[config.mk]
export PLATFORM = sky130hd
export DESIGN_NAME = char_buffer_arbiter
export DESIGN_NICKNAME = d
export VERILOG_FILES = /design/src/rtl/char_buffer_arbiter.sv
export SDC_FILE = /design/constraint.sdc
export NUM_CORES = 1
export LEC_CHECK = 0
export ABC_AREA = 1
export CORE_ASPECT_RATIO = 1.1
export CORE_MARGIN = 8
export CORE_UTILIZATION = 47
export CTS_CLUSTER_DIAMETER = 200
export DETAILED_ROUTE_END_ITERATION = 7
export PLACE_DENSITY_LB_ADDON = 0.1
export SKIP_CTS_REPAIR_TIMING = 1
export SYNTH_ARGS = -nofsm -noshare
export SYNTH_HDL_FRONTEND = slang
export SYNTH_SLANG_ARGS = --single-unit
[constraint.sdc]
create_clock -name clk -period 1.39 [get_ports clk]
set_input_delay 0.278 -clock clk [delete_from_list [all_inputs] [get_ports clk]]
set_output_delay 0.278 -clock clk [all_outputs]
set_load 0.02 [all_outputs]
[src/rtl/char_buffer_arbiter.sv]
// char_buffer_arbiter
//   Owns the single-port character RAM behind the COLS x ROWS text grid and
//   shares it, one access per cycle, between three requesters:
//     display fetch (highest), clear-screen sequencer, message writer (lowest).
//
// Ports
//   clk, rst           clock, asynchronous active-low reset
//   disp_req           fetch request for cell (disp_char_x, disp_char_y)
//   disp_data/valid    fetched code, valid exactly 3 cycles after disp_req
//   wr_req             writer request, held with wr_x/wr_y/wr_data until wr_ack
//   wr_ack / wr_err    one-cycle acknowledge; wr_err marks an off-grid cell
//   clr_start          start filling the whole grid with BLANK_CHAR
//   clr_busy           clear sequence in progress
//   ram_addr/we/wdata  registered RAM command bus
//   ram_rdata          RAM read data, one cycle after ram_addr
module char_buffer_arbiter #(
  parameter int                COLS       = 50,
  parameter int                ROWS       = 40,
  parameter int                ADDR_W     = 11,
  parameter int                DATA_W     = 8,
  parameter logic [DATA_W-1:0] BLANK_CHAR = 8'h20
) (
  input  logic              clk,
  input  logic              rst,
  input  logic              disp_req,
  input  logic [5:0]        disp_char_x,
  input  logic [5:0]        disp_char_y,
  output logic [DATA_W-1:0] disp_data,
  output logic              disp_valid,
  input  logic              wr_req,
  input  logic [5:0]        wr_x,
  input  logic [5:0]        wr_y,
  input  logic [DATA_W-1:0] wr_data,
  output logic              wr_ack,
  output logic              wr_err,
  input  logic              clr_start,
  output logic              clr_busy,
  output logic [ADDR_W-1:0] ram_addr,
  output logic              ram_we,
  output logic [DATA_W-1:0] ram_wdata,
  input  logic [DATA_W-1:0] ram_rdata
);

  localparam int                CELLS     = COLS * ROWS;
  localparam logic [ADDR_W-1:0] LAST_ADDR = ADDR_W'(CELLS - 1);

  typedef enum logic [0:0] {
    S_IDLE  = 1'b0,
    S_CLEAR = 1'b1
  } state_t;

  state_t            state, state_nxt;
  logic [ADDR_W-1:0] clr_cnt, clr_cnt_nxt;
  logic              grant_clr, grant_wr;

  logic              disp_in_range, wr_in_range;
  logic [ADDR_W-1:0] disp_addr, wr_addr;

  // Display pipeline control: p0 = RAM address on the bus, p1 = RAM data back.
  logic              vld_p0, vld_p1;
  logic              oor_p0, oor_p1;

  function automatic logic cell_in_range(input logic [5:0] x, input logic [5:0] y);
    return (int'(x) < COLS) && (int'(y) < ROWS);
  endfunction

  // Row-major cell address; only meaningful when cell_in_range() holds.
  function automatic logic [ADDR_W-1:0] cell_addr(input logic [5:0] x, input logic [5:0] y);
    return ADDR_W'(int'(y) * COLS + int'(x));
  endfunction

  assign disp_in_range = cell_in_range(disp_char_x, disp_char_y);
  assign disp_addr     = cell_addr(disp_char_x, disp_char_y);
  assign wr_in_range   = cell_in_range(wr_x, wr_y);
  assign wr_addr       = cell_addr(wr_x, wr_y);

  assign clr_busy = (state == S_CLEAR);

  always_ff @(posedge clk or negedge rst) begin
    if (!rst) begin
      state   <= S_IDLE;
      clr_cnt <= '0;
    end else begin
      state   <= state_nxt;
      clr_cnt <= clr_cnt_nxt;
    end
  end

  // Arbitration and clear sequencing. The writer is refused while wr_ack is
  // high so a still-held request is not granted twice, and refused when
  // clr_start is high so a clear always goes first.
  always_comb begin
    state_nxt   = state;
    clr_cnt_nxt = clr_cnt;
    grant_clr   = 1'b0;
    grant_wr    = 1'b0;
    case (state)
      S_IDLE: begin
        if (clr_start) begin
          state_nxt = S_CLEAR;
        end else if (wr_req && !disp_req && !wr_ack) begin
          grant_wr = 1'b1;
        end
      end
      S_CLEAR: begin
        if (!disp_req) begin
          grant_clr = 1'b1;
          if (clr_cnt == LAST_ADDR) begin
            state_nxt   = S_IDLE;
            clr_cnt_nxt = '0;
          end else begin
            clr_cnt_nxt = clr_cnt + ADDR_W'(1);
          end
        end
      end
      default: state_nxt = S_IDLE;
    endcase
  end

  always_ff @(posedge clk or negedge rst) begin
    if (!rst) begin
      ram_addr   <= '0;
      ram_we     <= 1'b0;
      ram_wdata  <= '0;
      wr_ack     <= 1'b0;
      wr_err     <= 1'b0;
      vld_p0     <= 1'b0;
      oor_p0     <= 1'b0;
      vld_p1     <= 1'b0;
      oor_p1     <= 1'b0;
      disp_valid <= 1'b0;
      disp_data  <= '0;
    end else begin
      // Stage p0: drive the RAM command for the winner of this cycle.
      ram_we <= 1'b0;
      wr_ack <= 1'b0;
      wr_err <= 1'b0;
      vld_p0 <= disp_req;
      oor_p0 <= disp_req && !disp_in_range;
      if (disp_req) begin
        // Off-grid fetches leave the bus untouched; the blank is substituted at p2.
        if (disp_in_range) begin
          ram_addr <= disp_addr;
        end
      end else if (grant_clr) begin
        ram_addr  <= clr_cnt;
        ram_we    <= 1'b1;
        ram_wdata <= BLANK_CHAR;
      end else if (grant_wr) begin
        wr_ack <= 1'b1;
        wr_err <= !wr_in_range;
        if (wr_in_range) begin
          ram_addr  <= wr_addr;
          ram_we    <= 1'b1;
          ram_wdata <= wr_data;
        end
      end

      // Stage p1: RAM is returning data for the p0 address.
      vld_p1 <= vld_p0;
      oor_p1 <= oor_p0;

      // Stage p2: register the fetched code.
      disp_valid <= vld_p1;
      if (vld_p1) begin
        disp_data <= oor_p1 ? BLANK_CHAR : ram_rdata;
      end
    end
  end

endmodule

### After elaboration in Yosys (flattened, before gate mapping)

Cells that the tools add are included.
W data, S select, Z words.

* register bits: 47
* word-level logic and storage cells: 71
* output and inout bits: 32
* input bits: 45

* mux-type cells: 29
* add/sub/neg operators: 3
* bitwise logic cells: 2
* multipliers: 2
* magnitude comparators: 4
* eq/ne operators: 2
* reductions and logical operators: 16

Operators with widths (number)
* $mux W11: 6
* $mux W8: 4
* $lt A6 B6 Y1 const B: 4
* $add A11 B6 Y11: 2
* $mul A6 B5 Y10 const B: 2
* $mux W1: 18
* $add A11 B1 Y11 const B: 1
* $eq A11 B11 Y1 const B: 1
* $reduce_and A3 Y1: 2
* $reduce_bool A3 Y1: 2
* $logic_and A1 B1 Y1: 5
* $logic_not A1 Y1: 4
* $reduce_bool A2 Y1: 2
* $ne A2 B1 Y1 const B: 1
* $not A1 Y1: 2
* $pmux W1 S2: 1
* $reduce_and A2 Y1: 1

### Longest topological paths before layout

Gate-level depths: netlist of the first run.

* word-level depth: 9
* gate-level depth with buffers: 19
* depth with buffers taken out: 19

### Worst setup path after synthesis of the first run

Ideal clock, no wire load.

* path kind: in2reg
* from: input port wr_y[1]
* to: register ram_addr[9]
* stages: 14
* arrival time: 2.448 ns
* setup slack: -1.175 ns
* library setup time: 0.117 ns
* path through: ha_1 -> ha_1 -> ha_1 -> fa_1 -> nand2_1 -> inv_1 -> a21boi_0 -> nand2_1 -> nand2_1 -> o21ai_0 -> nand2_1 -> nor2_1 -> nor2_1 -> nor2_1

* word-level cells in the longest chain between the ends: 6

RTL lines
* start: declaration: RTL line 32 `input logic [5:0] wr_y,`
* $mul A6 B5 Y10: RTL line 69 `return ADDR_W'(int'(y) * COLS + int'(x));`
* $add A11 B6 Y11: RTL line 69
* $mux W11: RTL line 152 `if (wr_in_range) begin`
* $mux W11: RTL line 149 `end else if (grant_wr) begin`
* $mux W11: RTL line 145 `end else if (grant_clr) begin`
* $mux W11: RTL line 140 `if (disp_req) begin`
* end signal: assignment: RTL line 143 `ram_addr <= disp_addr;`
* end signal: assignment: RTL line 146 `ram_addr <= clr_cnt;`
* end signal: assignment: RTL line 153 `ram_addr <= wr_addr;`
* end: declaration: RTL line 38 `output logic [ADDR_W-1:0] ram_addr,`

Parallel ways exist; a longest one is shown, timed or not. The select of a mux whose other input is x is not followed.
A chain may end at the register's enable or synchronous reset.

### Worst setup path after layout of the first run

* from: input port disp_char_y[3]
* to: register ram_addr[8]

* word-level cells in the longest chain between the ends: 4

RTL lines
* start: declaration: RTL line 27 `input logic [5:0] disp_char_y,`
* $mul A6 B5 Y10 or $lt A6 B6 Y1 (tied branches): RTL line 69, 64
* $add A11 B6 Y11 or $logic_and A1 B1 Y1 (tied branches): RTL line 69, 64
* $mux W11 or $ne A2 B1 Y1 (tied branches)
* $mux W11 or $reduce_and A3 Y1 (tied branches)

Parallel ways exist; a longest one is shown, timed or not. The select of a mux whose other input is x is not followed.

==> run metrics, run 1 <==
status finished, violations left; violated checks negative setup slack; clk buf depth 2; first-pass GRT wire length 16370 um; Die W 100.1 um; initial drt markers 218; 1st-pass router iterations 4; CTS sink count 47; H-tree depth 2; worst skew pair latency 300 ps; Tightest Pin Transition 500.4 ps; WP data arrival 2460 ps; starting density of the core 48.68%; Synth Warn # 0; DR WL/cell 16.02 um; initial antenna violation count 0; GP Congestion 0.8564; Non-Filler Instances 756; max cap viols 0; Pwr Density 989.8 nW/um^2; async set-or-reset flop fraction in the synthesized netlist 100.0%; static leakage 3.441 nW; Final Hold Viols 0; WL met2 6222 um; Worst EP required 1590 ps; dominant synthesized flop cell dfrtp_1; final WL 12110 um; Final ANT Viol Nets 0; Global Route Usage Sum 18.31%; share of cells above drive strength 1 39.48%; I/O pin count 77; post-synth net total 576; pins over their slew limit 0; DP Area 5455 um^2; Peak supply drop 0.5145 mV; Clock Skews 8.761 ps; post-route cell area 6421 um^2; clock-pin transition on the worst setup and hold timing paths 90 ps; Core Box Area 7515 um^2; Synth Register Bits 47; CTS tree built; final core occ 85.45%; post-DR vias/cell 5.325; critical path class in2reg; die area 10870 um^2; Post-synth EDFFs 0; share of the synthesized area in the top cell type 32.15%; vias 4026; setup violators final 17; WL met3 519 um; Rel. slew slack 66.52%; clock buffer count from CTS 5; largest net degree at the start of global routing 34; grt total ovfl 0; area grow syn2layout 75.51%; min-delay worst type in2reg; sequential share of the synthesized area 32.15%; wl on met1 5099 um; period utilization 162.3%; Max FO, Critical Path 6; syn avg cell area 7.751 um^2; NumNets Final 754; area leader, netlist dfrtp_1; Post-Synthesis Cell Area 3659 um^2; critical path capture point type flop; worst setup margin -865.9 ps; DP HPWL 8229 um; max frequency 443.3 MHz; # diodes 0; synth top area cells dfrtp_1, ha_1, nand2_1; DR DRC count 0; input/output buffers 76; setup repair after global routing missed its margin yes; Gate Count Post-Synth 472; Tmin final 2256 ps; Root Driver clkbuf_8; synth unique cells 38; Die Y 108.5 um; Placement Setup Slack -1665 ps; dpl cells 724; max layer used met4; Startpoint Class input pin; number of global-route vias before repair 3625; Cell Rows 33
## sequential cells by signal, indices dropped and copies added, names as in the netlist
register and cells:
oor_p0 1, clr_busy 1, wr_ack 1, wr_err 1, disp_valid 1, ram_we 1, ram_addr 11, ram_wdata 8
clr_cnt 11, vld_p0 1, oor_p1 1, disp_data 8, vld_p1 1
## report_power, final
part	total, mW	switching (mW)	internal (mW)
registers	1.77	0.181	1.59
logic	3.57	1.81	1.76
clock network	1.02	0.482	0.536
## critical path: stages
cell	delay, ps
dlymetal6s2s_1	150
buf_6	130
ha_4	260
ha_4	200
ha_4	230
ha_4	320
inv_1	50
nand2_1	70
nand2_2	80
nor2_4	180
nand3_2	90
nand2_2	100
a21oi_2	60
o21ai_2	60
nand3_1	80
nand2_1	70
inv_1	40
## worst paths after layout
| kind | slack [ps] | from | depth (start not counted) | to |
|---|---|---|---|---|
| worst min-delay path | 260 | clr_start | 3 | clr_busy |
| worst max register to register | -160 | clr_busy | 11 | clr_cnt[10] |
| min in group asynchronous | 410 | rst | 2 | disp_data[4] |
| worst min register to register | 350 | oor_p0 | 0 | oor_p1 |
| worst max-delay path | -870 | disp_char_y[3] | 17 | ram_addr[8] |
| max in group asynchronous | 480 | rst | 3 | clr_busy |
## cell families (layout without fill, tap and decap cells)
logic type	count (synthesis)	after routing	synth area share, %
flip-flops	47	47	32.15
adder cells (fa/ha/maj)	59	59	21.00
AND/OR/NAND/NOR	213	213	26.40
AO/OA/AOI/OAI	75	75	11.59
buffers and inverters	75	254	8.139
XOR/XNOR	3	3	0.7183
## per-stage QoR
step / hold slack (ps) / power [mW] / TNS [ps]
floorplan: -17.59 / 3.360 / -4215
global placement: 201.1 / 4.514 / -24840
detailed placement: 201.2 / 4.592 / -25630
CTS: -131.6 / 5.620 / -20680
global route: 258.6 / 6.731 / -6913
finish: 255.1 / 6.356 / -5341
## placed cells by master (no fill, tap or decap), types with 17 or more instances in the layout
| cell | instances |
|---|---|
| dfrtp_1 | 46 |
| a21oi_1 | 20 |
| ha_4 | 40 |
| buf_4 | 81 |
| nand2_1 | 91 |
| dlymetal6s2s_1 | 44 |
| inv_1 | 56 |
| buf_6 | 17 |
| nand2_2 | 22 |
| nand3_1 | 34 |
| clkdlybuf4s50_1 | 20 |
| nor2_1 | 20 |
## area by class of cell
| type | count | area [um^2] |
|---|---|---|
| Clock buffer | 5 | 68.82 |
| Clock inverter | 3 | 43.79 |
| Fill cell | 405 | 1094 |
| Inverter | 71 | 281.5 |
| Multi-Input combinational cell | 350 | 3032 |
| Sequential cell | 47 | 1177 |
| Tap cell | 105 | 131.4 |
| Timing Repair Buffer | 174 | 1675 |
| Timing Repair inverter | 1 | 11.26 |
## routing by layer
metal | vias up | global-route usage [%]
met5 | - | 0
met4 | 0 | 4.973
met3 | 27 | 2.314
met2 | 143 | 32.65
met1 | 1932 | 22.66
li1 | 1924 | -
## synth_stat cells (2+ instances only)
library cell	count
nand3b_1	2
inv_2	3
clkinv_1	2
or2_1	2
nor2_1	27
fa_1	4
a31oi_1	5
dfrtp_1	47
buf_2	3
ha_1	55
o21ai_1	5
nand2_2	3
a21oi_1	34
inv_1	65
o21ai_0	18
nand4_1	3
nand2_1	113
nor2_2	6
a22o_1	7
nor2_4	2
nand3_1	43
nor3_1	6
xnor2_1	2
(Power assumes the default switching activity.)
==> inputs of run 2 (changes only) <==
CORE_MARGIN = default   (was 8)
==> run metrics, run 2 (synthesized netlist as in run 1, its figures left out) <==
clock power share 14.8% (-1.2 points); GP Congestion 0.8712 (+1.7%); cell internal pwr 3.735 mW (-3.8%); vias 3961 (-1.6%); Worst EP required 1630 ps (+40 ps); # diodes 0 (unchanged); DR DRC count 0 (unchanged); number of global-route vias before repair 3602 (-0.63%); critical path capture point type flop; Min Hold Slack 268.5 ps (+13.48 ps); DR WL/cell 15.65 um (-2.3%); starting density of the core 48.68% (unchanged); Core Box Area 7515 um^2 (unchanged); clock-pin transition on the worst setup and hold timing paths 90 ps (about the same); min-delay worst type in2reg; leading cell type in the layout, fill and taps excluded nand2_1; combinational share of power 55.9% (-0.2 points); Tightest Pin Transition 486.2 ps (-14.17 ps); input/output buffers 76 (unchanged); post-DR vias/cell 5.246 (-1.5%); CTS sink count 47 (unchanged); static leakage 3.422 nW (-0.55%); grt total ovfl 0 (unchanged); DP HPWL 7759 um (-5.7%); Cell Rows 33 (unchanged); max cap viols 0 (unchanged); die area 8141 um^2 (-25%); Die W 86.12 um (-14%); most frequent cells in the layout nand2_1, buf_4, inv_1; worst skew pair latency 300 ps (about the same); Final ANT Viol Nets 0 (unchanged); initial drt markers 182 (-17%); final core occ 84.87% (-0.58 points); Worst Hold Launch clr_start; Root Driver clkbuf_8; NumNets Final 753 (-0.13%); Tmin final 2276 ps (+20.42 ps); Rel. slew slack 67.46% (+0.95 points); CP startpoint wr_y[2]; FILL cells 416 (+2.7%); largest net degree at the start of global routing 48 (+41%); period utilization 163.8% (+1.5 points); setup repair after global routing missed its margin yes; status finished, violations left; Global Route Usage Sum 24.40% (+6.1 points); pins over their slew limit 0 (unchanged); final WL 11810 um (-2.5%); 1st-pass router iterations 4 (unchanged); Pwr Total 6.104 mW (-4.0%); largest registers clr_cnt: 11 flops, ram_addr: 11 flops; area grow syn2layout 74.32%; Pwr Density 957.1 nW/um^2 (-3.3%); Placement Setup Slack -1657 ps (+7.500 ps); initial antenna violation count 0 (unchanged); DP Area 5463 um^2 (+0.14%); Clock Skews 8.202 ps (-0.5588 ps); WP data arrival 2510 ps (+50 ps); H-tree depth 2 (unchanged); Final Hold Viols 0 (unchanged); Die Y 94.54 um (-13%); first-pass GRT wire length 15760 um (-3.7%); worst setup margin -886.3 ps (-20.42 ps); share of cells above drive strength 1 39.85% (+0.37 points); setup violators final 16 (-1); violated checks negative setup slack; clk buf depth 2 (unchanged); I/O pin count 77 (unchanged); CTS tree built; critical path class in2reg; R2R Path Start wr_ack; max frequency 439.3 MHz (-0.90%); Sw Share 38.82% (-0.088 points); Peak supply drop 0.4235 mV (-18%); post-route cell area 6377 um^2 (-0.68%); Startpoint Class input pin; Max FO, Critical Path 4 (-2); Reg power frac 29.3% (+1.5 points); Net Switching 2.369 mW (-4.2%); clock buffer count from CTS 5 (unchanged)
run 2: stage by stage:
| stage | setup TNS (ps) | instances |
|---|---|---|
| final | -4945 | 755 |
| after floorplan | -4215 | 472 |
| after global placement | -25390 | 725 |
| after global routing | -6660 | 755 |
| after CTS | -20290 | 733 |
| after detailed placement | -25950 | 725 |
run 2: routing by layer:
layer | vias to the layer above | track usage, % | share of wire, %
li1 | 1918 | - | -
met3 | 28 | 2.448 | 3.7
met5 | - | 0 | 0
met2 | 119 | 45.17 | 53
met1 | 1896 | 29.99 | 41
met4 | 0 | 6.806 | 2.7
run 2: power groups by stage:
stage	registers, mW	logic, mW	clock network (mW)
floorplan	1.90	1.46	0
global placement	1.76	2.74	0
detailed placement	1.77	2.82	0
CTS	1.74	2.84	0.909
global route	1.81	3.70	0.969
finish	1.79	3.41	0.906
run 2: area by class of cell:
| class | instances | area (um^2) | area share [%] |
|---|---|---|---|
| Clock buffer | 8 | 100.1 | 1.570 |
| Timing Repair inverter | 1 | 6.256 | 0.09810 |
| Tap cell | 105 | 131.4 | 2.060 |
| Timing Repair Buffer | 171 | 1654 | 25.94 |
| Sequential cell | 47 | 1181 | 18.52 |
| Multi-Input combinational cell | 352 | 3017 | 47.30 |
| Inverter | 71 | 287.8 | 4.512 |
run 2: critical path, stage by stage:
cell and delay, ps:
clkbuf_2 130, ha_4 290, ha_4 200, ha_4 230, fa_2 570, nand2_2 70
inv_2 50, nand4_1 90, nand2_1 100, nand2_2 70, o21ai_1 140, nand2_1 60
nor2_1 80, nor2_1 50, nor2_1 90
run 2: final timing paths:
path	slack (ps)	cells after the start	to
worst max register to register	-130	8	ram_addr[10]
worst min register to register	360	0	oor_p1
min in group asynchronous	470	3	disp_data[4]
worst min-delay path	270	3	clr_busy
worst max-delay path	-890	15	ram_addr[9]
max in group asynchronous	660	3	clr_cnt[3]
==> inputs of run 3 (changes only) <==
CORE_MARGIN = 5   (was default)
HOLD_SLACK_MARGIN = 0.1   (was default)
==> run metrics, run 3 (synthesized netlist as in run 1, its figures left out) <==
Tightest Pin Transition 479.2 ps (-7.065 ps); Final ANT Viol Nets 0 (unchanged); min-delay worst type reg2reg; setup TNS -5149 ps (-203.3 ps); max cap viols 0 (unchanged); I/O pin count 77 (unchanged); DP HPWL 8016 um (+3.3%); Root Driver clkbuf_8; Global Route Usage Sum 21.26% (-3.1 points); number of global-route vias before repair 3693 (+2.5%); share of cells above drive strength 1 41.93% (+2.1 points); NumNets Final 747 (-0.80%); post-DR vias/cell 5.364 (+2.3%); CTS sink count 47 (unchanged); Die W 94.12 um (+9.3%); initial antenna violation count 0 (unchanged); H-tree depth 2 (unchanged); Worst EP required 1630 ps (about the same); die area 9651 um^2 (+19%); largest net degree at the start of global routing 34 (-29%); final WL 12870 um (+9.0%); static leakage 3.425 nW (about the same); max frequency 431.6 MHz (-1.8%); Rel. slew slack 67.94% (+0.47 points); GP Congestion 0.9233 (+6.0%); worst skew pair latency 300 ps (about the same); FILL cells 372 (-11%); grt total ovfl 0 (unchanged); DR WL/cell 17.18 um (+9.8%); DR DRC count 0 (unchanged); Min Hold Slack 368.7 ps (+100.2 ps); status finished, violations left; 1st-pass router iterations 7 (+3); Pwr Total 6.339 mW (+3.9%); input/output buffers 76 (unchanged); leading cell type in the layout, fill and taps excluded nand2_1; dpl cells 723 (-0.28%); Core Box Area 7515 um^2 (unchanged); clock-pin transition on the worst setup and hold timing paths 90 ps (about the same); vias 4018 (+1.4%); WP data arrival 2560 ps (+50 ps); Cell Rows 33 (unchanged); Max FO, Critical Path 4 (unchanged); most frequent cells in the layout nand2_1, buf_4, inv_1; critical path class in2reg; clk buf depth 2 (unchanged); largest registers clr_cnt: 11 flops, ram_addr: 11 flops; first-pass GRT wire length 16500 um (+4.7%); CTS tree built; Pwr Density 975.8 nW/um^2 (+2.0%); area grow syn2layout 77.56%; Startpoint Class input pin; period utilization 166.7% (+2.9 points); Clock Skews 10.79 ps (+2.587 ps); clock buffer count from CTS 5 (unchanged); Tmin final 2317 ps (+40.74 ps); Non-Filler Instances 749 (-0.79%); violated checks negative setup slack; initial drt markers 207 (+14%); setup violators final 19 (+3); critical path capture point type flop; pins over their slew limit 0 (unchanged); # diodes 0 (unchanged); Peak supply drop 0.5371 mV (+27%); Die Y 102.5 um (+8.5%); starting density of the core 48.68% (unchanged); worst setup margin -927.1 ps (-40.74 ps); setup repair after global routing missed its margin yes; Final Hold Viols 0 (unchanged)
run 3: changes by cell type in the layout (fill, tap and decap cells not counted), moves of 3 or more:
cell,delta
buf_4,-4
clkbuf_2,-4
ha_1,-5
ha_4,+6
inv_1,-4
inv_2,+3
nand3_1,-4
nand3_2,+4
nor2_1,-3
nor3_1,-3
run 3: final timing paths:
path                           endpoint    start  slack (ps)  cells after the start
max                         ram_addr[9]  wr_y[1]        -930                     16
min                              vld_p1   vld_p0         370                      0
max reg2reg                 ram_addr[5]   wr_ack        -180                      8
min reg2reg                      vld_p1   vld_p0         370                      0
max in group asynchronous    clr_cnt[2]      rst         460                      3
min in group asynchronous  disp_data[0]      rst         410                      2
run 3: final cells by class:
type	count	area [um^2]	area share (%)
Inverter	71	282.8	4.353
Timing Repair Buffer	168	1650	25.40
Clock buffer	6	82.58	1.271
Tap cell	105	131.4	2.022
Clock inverter	2	35.03	0.5393
Multi-Input combinational cell	350	3136	48.27
Sequential cell	47	1179	18.14
run 3: layer usage:
metal / GRT usage, % / up-vias / part of all wire, %
li1: - / 1906 / -
met1: 26.05 / 1929 / 39
met2: 38.39 / 156 / 54
met3: 2.482 / 27 / 4.2
met4: 8.000 / 0 / 2.7
met5: 0 / - / 0
run 3: where the power goes:
group,internal (mW),switching [mW]
Clock,0.582,0.467
Combinational,1.71,1.81
Sequential,1.59,0.178
run 3: per-stage QoR:
| step | util (%) | cell area [um^2] | worst slack [ps] |
|---|---|---|---|
| after global placement | 72.49 | 5448 | -1613 |
| after detailed placement | 72.49 | 5448 | -1684 |
| final | 86.45 | 6496 | -927.1 |
| after CTS | 74.06 | 5565 | -1365 |
| after global routing | 86.45 | 6496 | -1039 |
| after floorplan | - | 4006 | -904.0 |
run 3: worst max-delay path, cell delays in order:
cell	delay (ps)
buf_8	100
buf_6	110
ha_4	230
ha_4	220
ha_4	170
fa_2	590
nand2_2	60
inv_2	60
nand4_1	90
nand2_1	120
nand2_2	80
o21ai_1	150
nand2_1	70
nor2_1	80
nor2_1	50
nor2_1	90
